### src/rtl/pipe_pkg.sv
// Shared pipeline definitions: occupancy encoding plus
// per-stage payload widths and bubble encodings.
package pipe_pkg;

  typedef logic [1:0] occ_t;

  localparam occ_t OCC_EMPTY = 2'd0;
  localparam occ_t OCC_ONE   = 2'd1;
  localparam occ_t OCC_TWO   = 2'd2;

  localparam int IF_ID_W = 64;
  localparam logic [IF_ID_W-1:0] IF_ID_BUBBLE = '0;

  // MemtoReg idles high so a bubble never selects the ALU path
  localparam int ID_EX_W   = 128;
  localparam int ID_EX_M2R = 3;
  localparam logic [ID_EX_W-1:0] ID_EX_BUBBLE =
    ID_EX_W'(1) << ID_EX_M2R;

  localparam int EX_MEM_W   = 112;
  localparam int EX_MEM_M2R = 2;
  localparam logic [EX_MEM_W-1:0] EX_MEM_BUBBLE =
    EX_MEM_W'(1) << EX_MEM_M2R;

  localparam int MEM_WB_W   = 72;
  localparam int MEM_WB_M2R = 1;
  localparam logic [MEM_WB_W-1:0] MEM_WB_BUBBLE =
    MEM_WB_W'(1) << MEM_WB_M2R;

endpackage

### src/rtl/pipe_slot_reg.sv
// One payload slot: load, clear-to-bubble, or hold.
// Clear wins over load.
module pipe_slot_reg #(
  parameter int                DATA_W     = 32,
  parameter logic [DATA_W-1:0] BUBBLE_VAL = '0
) (
  input  logic              clk,
  input  logic              rst,
  input  logic              load,
  input  logic              clr,
  input  logic [DATA_W-1:0] d,
  output logic [DATA_W-1:0] q
);

  logic [DATA_W-1:0] q_q;
  logic [DATA_W-1:0] q_d;

  always_comb begin
    q_d = q_q;
    if (clr)       q_d = BUBBLE_VAL;
    else if (load) q_d = d;
  end

  always_ff @(negedge clk) begin
    if (rst) q_q <= BUBBLE_VAL;
    else     q_q <= q_d;
  end

  assign q = q_q;

endmodule

### src/rtl/pipe_stage_reg.sv
// Elastic pipeline register with valid/ready, flush,
// bubble value and optional two-entry skid buffer.
module pipe_stage_reg
  import pipe_pkg::*;
#(
  parameter int                DATA_W     = 32,
  parameter logic [DATA_W-1:0] BUBBLE_VAL = '0,
  parameter bit                SKID       = 1'b1
) (
  input  logic              clk,
  input  logic              rst,
  input  logic              flush,
  input  logic              in_valid,
  output logic              in_ready,
  input  logic [DATA_W-1:0] in_data,
  output logic              out_valid,
  input  logic              out_ready,
  output logic [DATA_W-1:0] out_data,
  output logic [1:0]        occupancy
);

  occ_t              occ_q, occ_d;
  logic              acc, cons;
  logic              main_ld, main_clr;
  logic              skid_ld, skid_clr;
  logic [DATA_W-1:0] main_d, main_q, skid_q;

  assign out_valid = (occ_q != OCC_EMPTY);
  assign out_data  = main_q;
  assign occupancy = occ_q;
  assign acc       = in_valid & in_ready;
  assign cons      = out_valid & out_ready;

  if (SKID) begin : g_rdy_reg
    assign in_ready = (occ_q != OCC_TWO);
  end else begin : g_rdy_comb
    assign in_ready = !out_valid | out_ready;
  end

  always_comb begin
    occ_d    = occ_q;
    main_ld  = 1'b0;
    main_clr = 1'b0;
    main_d   = in_data;
    skid_ld  = 1'b0;
    skid_clr = 1'b0;
    unique case (occ_q)
      OCC_EMPTY: begin
        if (acc) begin
          occ_d   = OCC_ONE;
          main_ld = 1'b1;
        end
      end
      OCC_ONE: begin
        if (acc && cons) begin
          main_ld = 1'b1;
        end else if (acc && SKID) begin
          occ_d   = OCC_TWO;
          skid_ld = 1'b1;
        end else if (cons) begin
          occ_d    = OCC_EMPTY;
          main_clr = 1'b1;
        end
      end
      OCC_TWO: begin
        if (cons) begin
          occ_d    = OCC_ONE;
          main_ld  = 1'b1;
          main_d   = skid_q;
          skid_clr = 1'b1;
        end
      end
      default: occ_d = OCC_EMPTY;
    endcase
    // a consume still completes downstream; only held state dies
    if (flush) begin
      occ_d    = OCC_EMPTY;
      main_clr = 1'b1;
      skid_clr = 1'b1;
    end
  end

  always_ff @(negedge clk) begin
    if (rst) occ_q <= OCC_EMPTY;
    else     occ_q <= occ_d;
  end

  pipe_slot_reg #(
    .DATA_W    (DATA_W),
    .BUBBLE_VAL(BUBBLE_VAL)
  ) u_main (
    .clk (clk),
    .rst (rst),
    .load(main_ld),
    .clr (main_clr),
    .d   (main_d),
    .q   (main_q)
  );

  if (SKID) begin : g_skid
    pipe_slot_reg #(
      .DATA_W    (DATA_W),
      .BUBBLE_VAL(BUBBLE_VAL)
    ) u_skid (
      .clk (clk),
      .rst (rst),
      .load(skid_ld),
      .clr (skid_clr),
      .d   (in_data),
      .q   (skid_q)
    );
  end else begin : g_noskid
    assign skid_q = BUBBLE_VAL;
  end

  a_in_stable: assert property (
    @(negedge clk) disable iff (rst)
    (in_valid && !in_ready && !flush) |=> $stable(in_data));

  a_occ_range: assert property (
    @(negedge clk) disable iff (rst)
    occ_q != 2'd3);

  a_occ_noskid: assert property (
    @(negedge clk) disable iff (rst)
    SKID || (occ_q != OCC_TWO));

endmodule

### config.mk
export PLATFORM = sky130hd
export DESIGN_NAME = pipe_stage_reg
export DESIGN_NICKNAME = d
export VERILOG_FILES = /design/src/rtl/pipe_pkg.sv /design/src/rtl/pipe_slot_reg.sv /design/src/rtl/pipe_stage_reg.sv
export SDC_FILE = /design/constraint.sdc
export NUM_CORES = 1
export LEC_CHECK = 0
export CAP_MARGIN = 10
export CORE_UTILIZATION = 51
export DETAILED_ROUTE_END_ITERATION = 6
export GPL_ROUTABILITY_DRIVEN = 0
export PLACE_DENSITY_LB_ADDON = 0.08
export SKIP_LAST_GASP = 1
export SYNTH_ARGS = -nofsm -noshare
export SYNTH_HDL_FRONTEND = slang
export SYNTH_SLANG_ARGS = --single-unit
### constraint.sdc
create_clock -name clk -period 1.5 [get_ports clk]
set_input_delay 0.45 -clock clk [delete_from_list [all_inputs] [get_ports clk]]
set_output_delay 0.45 -clock clk [all_outputs]
set_load 0.02 [all_outputs]
==> metrics.yaml, run 1 <==
floorplanning:
  io_pins: 73
  floorplan.initialDensity_pct: 52.9
  die_h_um: 83.4
  die_x_um: 83.4
  rows: 29
synth:
  yosysUniqueCellTypes: 28
  synth_area_leaders: "dfxtp_1, and4b_1, o2bb2ai_1"
  syn_area_per_cell_um2: 9.49
  yosysMostFrequentCell: "dfxtp_1"
  synth_edf_count: 0
  ys_seq_area_share_pct: 39.1
  ys_top_cells_by_count: "dfxtp_1, nand2_1, a21oi_1"
  synth_warnings: 0
  synth_area_um2: 3380
  synth-seq-cells: 66
  yosysTopAreaCell: "dfxtp_1"
  syn_inst: 356
  async_flop_share_pct: 0
  ys.flop_type: "dfxtp_1"
  syn-num-nets: 393
  synth.top_cell.area_share_pct: 39.1
clock_network:
  htreeDepth: 3
  cts_setup_buffers: 27
  hold_buffers: 0
  cts_buffers: 9
  root_buffer: "clkbuf_8"
  clockBufferDepth: 2
  clock-sinks: 66
  post_cts_resized: 409
placement:
  port_buffers: 72
  post-dp-hpwl_um: 5740
  dp_cells: 517
outcome:
  outcome: "did not finish"
  stop_stage: "clock tree synthesis (4_1_cts)"
  stop_error: "[ERROR DPL-0038] Utilization greater than 100%, impossible to legalize"
==> stage by stage <==
stage	TNS [ns]	worst slack, ns	util, %	cell area (um2)	hold slack [ns]
global placement	-96.23	-1.17	71.6	4570	0.437
detailed placement	-98.58	-1.21	71.6	4570	0.443
floorplan	-35.23	-0.599	-	3600	0.432
==> cells by family after synthesis <==
logic type / after synthesis / synth area share [%]
compound gates: 102 / 22.2
buf+inv: 48 / 8.41
mux: 1 / 0.296
flops: 66 / 39.1
simple gates: 139 / 29.9
==> inputs of run 2 (changes only) <==
- CORE_UTILIZATION: 51 -> 40
- PLACE_DENSITY_LB_ADDON: 0.08 -> 0.15
==> run 2 against run 1 <==
  * The flow now finishes, with violations (negative setup slack)
  * Synthesized cell count stayed put
  * Area after synthesis unchanged
==> metrics.yaml, run 2 <==
flow_run:
  cap_violations: 0
setup_path:
  max_stage_delay_ns: 0.33
  reg2reg_from: "occupancy[0]"
  path_class: "flop to primary output"
  cp-start-kind: "flop"
  r2r_slack_ns: -0.56
  cp.required_ns: 1.05
  slowest_stage: "dfxtp_2"
  path_buf_inv: 1
  worstPathArrival_ns: 1.84
  cp_max_fo: 4
  reg2reg_depth: 6
  crit_chain: "or2_4 -> buf_6"
  crit_family: "flip-flops"
  r2r-end: "u_main.q[6]"
  cp-end-kind: "primary output"
global_route:
  grt-ovfl-total: 0
  grt_max_degree: 73
  antenna_found_initial: 0
  grt_pass1_vias: 3661
  grtUsageTotal_pct: 25.9
  grt_pass1_wl_um: 17600
synth:
  synth.area.mux_share_pct: 0.296  # unchanged
  synth-xor-area-share_pct: 0  # unchanged
  ys_seq_area_share_pct: 39.1  # unchanged
  ys_top_cells_by_count: "dfxtp_1, nand2_1, a21oi_1"  # unchanged
  syn_inst: 356  # unchanged
  ys.flop_type: "dfxtp_1"  # unchanged
  yosysMostFrequentCell: "dfxtp_1"  # unchanged
  synth_area_leaders: "dfxtp_1, and4b_1, o2bb2ai_1"  # unchanged
  synth_compound_area_share_pct: 22.2  # unchanged
  synthSimpleGateAreaFrac_pct: 29.9  # unchanged
  synth_adder_area_share_pct: 0  # unchanged
  synth_edf_count: 0  # unchanged
  synth.top_cell.area_share_pct: 39.1  # unchanged
  synth_warnings: 0  # unchanged
  yosysUniqueCellTypes: 28  # unchanged
  yosysTopAreaCell: "dfxtp_1"  # unchanged
  synth_area_um2: 3380  # unchanged
  async_flop_share_pct: 0  # unchanged
  synth-seq-cells: 66  # unchanged
  synth_top_family_by_area: "simple AND/OR/NAND/NOR gates"  # unchanged
  syn_area_per_cell_um2: 9.49  # unchanged
  syn-num-nets: 393  # unchanged
floorplanning:
  rows: 33  # was 29
  die_h_um: 93.9  # was 83.4 um
  fp.dieArea_um2: 8810
  die_x_um: 93.9  # was 83.4 um
  floorplan.initialDensity_pct: 41.3  # was 52.9%
  coreArea_um2: 8180
  io_pins: 73  # unchanged
clock_network:
  cts_tree: "done"
  htreeDepth: 3  # unchanged
  clkTransAtPathRegs_ns: 0.04
  root_buffer: "clkbuf_8"  # unchanged
  clockBufferDepth: 2  # unchanged
  hold_buffers: 0  # unchanged
  cts_buffers: 9  # unchanged
  clock-sinks: 66  # unchanged
  clk_latency_ns: 0.40
detailed_routing:
  vias: 3527
  ant_nets: 0
  wl_per_cell_um: 16.6
  via_per_inst: 5.38
  dr.pass1.iters: 4
  drcViolationCount: 0
  drt_first_iter_violations: 183
  routed_wl_um: 10900
placement:
  dp_cells: 546  # was 517
  place_area_um2: 4580  # was 4570 um2
  port_buffers: 72  # unchanged
  post-dp-hpwl_um: 5980  # was 5740 um
power_and_ir_drop:
  ir_worst_vdd_uv: 612
  p_leak_nw: 2.47
  power_mw: 5.25
  power_density_nw_per_um2: 907
layout:
  final_common_cell: "inv_1"
  fin_area_um2: 5780
  final_util_pct: 70.8
  mostFrequentLayoutCells: "inv_1, nand2_1, buf_6, buf_4, dfxtp_4"
  final_cells: 656
  final_layout_size_suffix_gt1_share_pct: 44.1
  nFillCells: 611
  nets: 583
  area_growth_pct: 71.3
  diodes: 0
timing:
  rsz0062_at_grt: "yes"
  worst_slew_pin_slew_ns: 0.665
  layout_setup_ws_ns: -0.793
  slew_violations: 0
  timing.final.hold_violations: 0
  relSlewSlack_pct: 55.7
  setup_viol_count_final: 102
  clock_skew_ns: 0.0150
worst_hold_path:
  min_to: "g_skid.u_skid.q[10]"
  hp-class: "flop to flop"
  hold_start: "g_skid.u_skid.q[10]"
  hold_depth: 2
outcome:
  outcome: "complete, but fails checks"  # was did not finish
  violations: "negative setup slack"
[run 2: cell counts after synthesis]
No cell type changed its count.
[run 2: worst max path at each step]
| stage | cells after the start | slack [ns] | endpoint | start |
|---|---|---|---|---|
| 4_1_cts | 2 | -0.81 | out_valid | occupancy[0] |
| 3_3_place_gp | 6 | -1.26 | u_main.q[19] | out_ready |
| 5_1_grt | 2 | -0.83 | out_valid | occupancy[0] |
| 6_report | 2 | -0.79 | out_valid | occupancy[0] |
| 2_1_floorplan | 3 | -0.60 | out_valid | occupancy[1] |
| 3_5_place_dp | 5 | -1.28 | u_main.q[28] | in_valid |
[run 2: timing repair]
item	4_1_cts	5_1_grt
setup buffers	18	4
hold endpoints to repair	0	0
gates resized for setup	318	4
pin swaps	32	3
gates cloned	9	0
setup endpoints to repair	102	102
[run 2: cell type report]
| class | count | area [um2] | area share, % |
|---|---|---|---|
| well taps | 105 | 131 | 2.27 |
| multi-input cells | 242 | 2000 | 34.5 |
| repair buffers | 159 | 1700 | 29.4 |
| inverters | 2 | 20.0 | 0.346 |
| clock inverters | 73 | 363 | 6.27 |
| clock buffers | 9 | 124 | 2.14 |
| flip-flops and latches | 66 | 1450 | 25.0 |
[run 2: cell families (layout without fill, tap and decap cells)]
group | after synthesis | count (layout)
buffers and inverters | 48 | 243
muxes | 1 | 1
DFF | 66 | 66
and+or+nand+nor | 139 | 139
AOI/OAI and AO/OA | 102 | 102
[run 2: worst min-delay path: cells and delay by family, from the launching register on]
family,cells,cell delay (ns)
flip-flops,1,0.29
AO/OA/AOI/OAI,1,0.05
AND/OR/NAND/NOR,1,0.05
[run 2: through the flow]
| stage | TNS, ns | hold WS, ns | setup WS (ns) |
|---|---|---|---|
| final | -50.11 | 0.442 | -0.793 |
| after detailed placement | -104.09 | 0.443 | -1.28 |
| after global routing | -56.68 | 0.463 | -0.825 |
| after CTS | -47.58 | 0.444 | -0.806 |
| after floorplan | -35.23 | 0.432 | -0.599 |
| after global placement | -102.86 | 0.436 | -1.26 |
[run 2: routing by layer]
layer | share of wire, % | vias to the layer above | routed length [um] | track usage, %
li1 | - | 1739 | - | -
met2 | 47 | 101 | 5120 | 40.5
met1 | 45 | 1666 | 4890 | 30.9
met5 | 0 | - | 0 | 0
met4 | 2.3 | 0 | 251 | 15.1
met3 | 5.7 | 21 | 618 | 8.58
[run 2: report_power, final]
part	internal [mW]	switching, mW
registers	1.79	0.0335
logic	0.501	0.386
clock network	1.33	1.21
total	3.62	1.63
(Power assumes the default switching activity.)
